### config.mk
export PLATFORM = sky130hd
export DESIGN_NAME = lut_interp_reader
export DESIGN_NICKNAME = d
export VERILOG_FILES = /design/src/rtl/lut_interp_reader.sv
export SDC_FILE = /design/constraint.sdc
export NUM_CORES = 1
export LEC_CHECK = 0
export ABC_AREA = 0
export BUFFER_PORTS_ARGS = -buffer_cell sky130_fd_sc_hd__buf_4
export CAP_MARGIN = 20
export CORE_MARGIN = 2
export CORE_UTILIZATION = 45
export DETAILED_ROUTE_END_ITERATION = 12
export GPL_TIMING_DRIVEN = 1
export PLACE_DENSITY_LB_ADDON = 0.15
export SLEW_MARGIN = 20
export SYNTH_ARGS = -nofsm -noshare
export SYNTH_HDL_FRONTEND = slang
export SYNTH_SLANG_ARGS = --single-unit
### constraint.sdc
create_clock -name clk -period 12.05 [get_ports clk]
set_input_delay 0.6025 -clock clk [delete_from_list [all_inputs] [get_ports clk]]
set_output_delay 0.6025 -clock clk [all_outputs]
set_load 0.01 [all_outputs]
### src/rtl/lut_interp_reader.sv
// Activation LUT reader: splits a fixed-point sample into index and fraction, then interpolates.
// Optional `LUT_INTERP_ROUND_EN` selects round-half-up in place of floor on the final shift.
module lut_interp_reader #(
    parameter int DATA_W = 8,
    parameter int ADDR_W = 4,
    parameter int FRAC_W = 4
) (
    input  logic                     clk,
    input  logic                     rst,
    input  logic                     in_valid,
    output logic                     in_ready,
    input  logic [ADDR_W+FRAC_W-1:0] in_data,
    output logic [ADDR_W-1:0]        lut_address,
    input  logic signed [DATA_W-1:0] lut_base,
    input  logic signed [DATA_W-1:0] lut_next,
    output logic                     out_valid,
    input  logic                     out_ready,
    output logic signed [DATA_W-1:0] out_data
);

    localparam int PW = DATA_W + FRAC_W + 2;
    localparam int SW = DATA_W + 2;

    localparam logic signed [SW-1:0] MAX_V = SW'(2 ** (DATA_W - 1) - 1);
    localparam logic signed [SW-1:0] MIN_V = SW'(-(2 ** (DATA_W - 1)));

    logic                     adv;
    logic                     xfer;
    logic [FRAC_W-1:0]        s1_frac;
    logic                     s1_valid;
    logic signed [DATA_W-1:0] s2_base;
    logic signed [PW-1:0]     s2_prod;
    logic                     s2_valid;

    logic signed [DATA_W:0]   diff;
    logic signed [PW-1:0]     diff_x;
    logic signed [PW-1:0]     frac_x;
    logic signed [PW-1:0]     prod;
    logic signed [PW-1:0]     prod_adj;
    logic signed [PW-1:0]     shifted;
    logic signed [SW-1:0]     sum;
    logic signed [DATA_W-1:0] sat;

    // One global stall: the whole pipe freezes while a result waits downstream.
    assign adv      = !out_valid || out_ready;
    assign in_ready = adv && !rst;
    assign xfer     = in_valid && in_ready;

    always_comb begin
        diff   = {lut_next[DATA_W-1], lut_next} - {lut_base[DATA_W-1], lut_base};
        diff_x = PW'(diff);
        frac_x = PW'({1'b0, s1_frac});
        prod   = diff_x * frac_x;
    end

    always_comb begin
`ifdef LUT_INTERP_ROUND_EN
        prod_adj = s2_prod + PW'(2 ** (FRAC_W - 1));
`else
        prod_adj = s2_prod;
`endif
        shifted = prod_adj >>> FRAC_W;
        sum     = SW'(s2_base) + SW'(shifted);
        if (sum > MAX_V) begin
            sat = DATA_W'(MAX_V);
        end else if (sum < MIN_V) begin
            sat = DATA_W'(MIN_V);
        end else begin
            sat = DATA_W'(sum);
        end
    end

    always_ff @(posedge clk) begin
        if (rst) begin
            lut_address <= '0;
            s1_frac     <= '0;
            s1_valid    <= 1'b0;
            s2_base     <= '0;
            s2_prod     <= '0;
            s2_valid    <= 1'b0;
            out_data    <= '0;
            out_valid   <= 1'b0;
        end else if (adv) begin
            s1_valid <= xfer;
            if (xfer) begin
                lut_address <= in_data[ADDR_W+FRAC_W-1:FRAC_W];
                s1_frac     <= in_data[FRAC_W-1:0];
            end
            s2_base   <= lut_base;
            s2_prod   <= prod;
            s2_valid  <= s1_valid;
            out_data  <= sat;
            out_valid <= s2_valid;
        end
    end

endmodule

# [Word-level counts from Yosys, hierarchy flattened]
# Index checks and enable logic that the tools add are counted.
[op_classes] add_sub_neg=2 n_mul=1 magnitude_cmp=2 n_mux=2 n_reduce_logical=6
[op_table] operator="8-bit two-way mux" n=2
[op_table] operator="9-bit by 5-bit multiplier with 14-bit output" n=1
[op_table] operator="8-bit by 10-bit adder with 10-bit output" n=1
[op_table] operator="10-bit by 8-bit > comparator with 1-bit output, second input constant" n=1
[op_table] operator="10-bit by 8-bit less-than comparator with 1-bit output, second input constant" n=1
[op_table] operator="8-bit by 8-bit subtractor with 9-bit output" n=1
[op_table] operator="1-bit logical AND" n=2
[op_table] operator="1-bit zero test" n=2
[op_table] operator="2-bit AND reduction" n=1
[op_table] operator="1-bit logical OR" n=1
[totals] register_bits=41 inputBits=28 output_inout_bits=14 wordCells=21

# [Longest topological paths before layout]
[depth] depth_word=5 mapped_depth=22 ltp_nobuf=22

# [Least setup slack after synthesis]
# Ideal clock, no wire load.
[synth_timing] path_kind="input-to-reg" startpoint="input port lut_base[1]" endpoint="register s2_prod[13] (netlist: prod_adj[13])" setup_ns=0.079 arrival_time_ns=5.008 t_required_ns=11.971 setup_slack_ns=6.963 path_stages=21 path_buffers=0 cell_sequence="inv_1 ha_1 nor2b_1 o21ai_0 a21boi_0 o21ai_0 nor2b_1 xnor2_1 and2_1 ha_1 fa_1 inv_1 fa_1 inv_1 ha_1 or3_1 a211oi_4 o21bai_2 a31oi_4 xnor3_1 a211oi_2"
[synth_between] elab_chain_len=2
[synth_lines] element="from (decl)" line="14" text="input logic signed [DATA_W-1:0] lut_base,"
[synth_lines] element="8-bit by 8-bit subtractor with 9-bit output" line="50" text="diff = {lut_next[DATA_W-1], lut_next} - {lut_base[DATA_W-1], lut_base};"
[synth_lines] element="9-bit by 5-bit multiplier with 14-bit output" line="53" text="prod = diff_x * frac_x;"
[synth_lines] element="to (signal assigned)" line="90" text="s2_prod <= prod;"
[synth_lines] element="to (decl)" line="32" text="logic signed [PW-1:0] s2_prod;"
# No other way between the ends.
# A chain may end at the register's enable or synchronous reset.

# [Worst setup path in the final report]
# Ends and elaborated chain as after synthesis.

==> qor.yml <==
pwr:
  swShare: 0.377
  p_leak_nw: 1.96
  internal_power_w: 0.000268
  vdd.ir_drop.worst_v: 0.0000749
  pwr-share-clk: 0.197
  seq_power_share: 0.355
  p_per_area_mw_per_mm2: 110
  p_switching_w: 0.000162
  pwr-share-comb: 0.448
cts:
  clockBufferDepth: 2
  cts_setup_buffers: 0
  clockRootBuffer: "clkbuf_8"
  numCtsBuffers: 5
  cts_resized: 0
  cts_tree: "done"
  holdBufCountCts: 0
  insertion_delay_ps: 290
  cts_max_level: 2
  cts.sinks: 37
  path_clk_slew_ps: 80
routing:
  drc: 0
  vias_per_cell: 5.12
  dr.pass1.iters: 4
  first_iter_violations: 140
  vias: 2869
  avgRoutedWirePerCell_um: 13.4
  drt-total-wl_mm: 7.50
  antenna_left: 0
timing:
  finalHoldViolCount: 0
  fin_tns_setup_ps: 0
  fmax_mhz: 190
  skew_ps: 6.90
  setup_viol: 0
  tightestPinTransition_ps: 748
  period_minus_slack_ps: 5270
  drv_slew: 0
  slew_headroom: 0.499
  min_period_over_period: 0.437
  finalWorstSetupSlack_ps: 6780
  rsz0062_at_grt: "false"
yosys:
  synth.distinct_cells: 42
  synthAdderAreaFrac: 0.267
  synth_compound_area_frac: 0.172
  netlist_instances: 419
  ys_warn_count: 0
  ys_seq_area_frac: 0.217
  yosys.area_share.simple: 0.199
  synth-seq-cells: 37
  async_reset_ff_frac: 0
  synth_top_family_by_area: "adder cells"
  synth_nets: 508
  synthMuxAreaShare: 0
  synth_area_per_cell_sq_um: 8.16
  synth_xor_area_frac: 0.0706
  netlist_area_sq_mm: 0.00342
  synth-main-ff-cell: "dfxtp_1"
  synth_edf_count: 0
grt:
  grt_overflow_total: 0
  grt_pass1_wl_mm: 12.5
  grt_use_total: 0.183
  first_global_vias: 2694
  grt_antenna_before_repair: 0
  grt_max_degree: 30
outcome:
  status: "finished clean"
finish:
  design_area_sq_mm: 0.00391
  final_util: 0.537
  final_nets: 549
  fin_cells: 560
  syn2layout_area_growth_pct: 14.5
  antenna_cells: 0
  drive_gt1_frac: 0.126
worst_hold_path:
  hp-start: "s2_valid"
  min-delay-path-class: "reg2reg"
  whs_path_depth: 2
  hold_path_end: "s2_valid"
die:
  dieArea_sq_mm: 0.00831
  die_w_um: 91.2
  io-pin-count: 42
  core_area_sq_mm: 0.00729
  die_h_um: 91.2
  initial_core_util: 0.469
  rows: 31
placement:
  dp.cells: 552
  place_area_sq_mm: 0.00383
  dp_slack_ps: 6470
  hpwl_mm: 6.09
  portBuffers: 41
  gp_congestion: 0.905
critical_path:
  worstReg2RegStart: "s1_frac[2]"
  cp-end-kind: "register"
  worstReg2RegEnd: "prod_adj[13]"
  crit_arrival_ps: 5480
  r2r_slack_ps: 8130
  reg2regPathDepth: 13
  required_ps: 12270
  critPathLaunchType: "input port"
  path_class: "in2reg"
  crit_path_max_fanout: 4
run:
  drv_cap: 0
metal layers:
layer,GRT usage,share of wire
met4,0.0328,0.0081
met2,0.300,0.46
met5,0,0
met3,0.0315,0.046
met1,0.257,0.49
area by class of cell:
cell class	count	area (sq um)
clock buffers	5	68.8
clock inverters	3	17.5
flip-flops and latches	37	741
multi-input cells	316	2420
well taps	99	124
repair buffers	44	330
inverters	56	210
fillers	739	3380
cell usage after synthesis (3+ instances only):
cell,n,area [sq um]
and2_1,20,125
clkbuf_1,9,33.8
o21ai_0,17,85.1
inv_1,56,210
xor2_1,8,70.1
a21o_1,4,30.0
a22o_1,4,35.0
a31oi_1,3,18.8
a211oi_1,5,37.5
xnor2_1,17,149
dfxtp_1,37,741
o21bai_1,4,30.0
nor2_1,18,67.6
fa_1,20,400
nor3_1,8,40.0
a21oi_1,32,160
nand3b_1,9,67.6
ha_1,41,513
nor2b_1,11,68.8
o21a_1,3,22.5
nand2_1,68,255
worst max path at each step:
stage	from	to	slack (ps)	cells after the start
after CTS	lut_base[1]	prod_adj[13]	6780	22
final	lut_base[1]	prod_adj[13]	6780	22
after detailed placement	lut_base[1]	prod_adj[13]	6470	22
after global placement	lut_base[1]	prod_adj[13]	6690	22
after floorplan	lut_base[1]	prod_adj[13]	6960	21
after global routing	lut_base[1]	prod_adj[13]	6450	22
power groups by stage:
stage / clock network [W] / logic [W] / registers, W
floorplan: 0 / 0.000138 / 0.000156
detailed placement: 0 / 0.000193 / 0.000156
global placement: 0 / 0.000191 / 0.000155
global route: 0.0000922 / 0.000220 / 0.000155
finish: 0.0000849 / 0.000193 / 0.000153
CTS: 0.0000876 / 0.000195 / 0.000153
worst max-delay path, stage by stage:
cell	delay [ps]
buf_4	110
inv_1	40
ha_1	270
nor2b_1	120
o21ai_0	200
a21boi_0	140
o21ai_0	250
nor2b_1	210
xnor2_1	200
and2_1	190
ha_1	250
fa_1	530
inv_1	50
fa_1	520
inv_1	40
ha_1	190
or3_1	420
a211oi_4	270
o21bai_2	150
a31oi_4	180
xnor3_1	320
a211oi_2	210
logic make-up after synthesis:
logic type	after synthesis
adders and majority gates	61
xor gates and xnor gates	26
DFF	37
AOI/OAI and AO/OA	87
and+or+nand+nor	142
buffers and inverters	66
layout by cell type, fill, tap and decap left out, drive strengths merged, types with 2 or more instances in the layout:
cell type	instances
xnor2	17
a31oi	4
nor2b	12
xor2	8
nor2	18
clkbuf	5
a211oi	7
o211ai	2
a21o	4
nor3	8
ha	41
nand2b	2
dfxtp	37
o221ai	2
or3	2
and2	20
o21bai	5
inv	56
nand2	68
buf	44
nand3b	9
o21a	3
o21ai	18
a21oi	32
fa	20
clkinv	2
a22o	4
sequential cells by signal, indices dropped and copies added (netlist names):
register     cells
lut_address      4
out_data         8
out_valid        1
prod_adj        10
s1_frac          4
s1_valid         1
s2_base          8
s2_valid         1
per-stage QoR:
| stage | total power [W] | hold WS (ps) |
|---|---|---|
| 3_5_place_dp | 0.000349 | 447 |
| 4_1_cts | 0.000435 | 456 |
| 2_1_floorplan | 0.000294 | 432 |
| 6_report | 0.000431 | 454 |
| 3_3_place_gp | 0.000347 | 441 |
| 5_1_grt | 0.000467 | 475 |
Note: power is estimated with default switching activity, not from simulation.
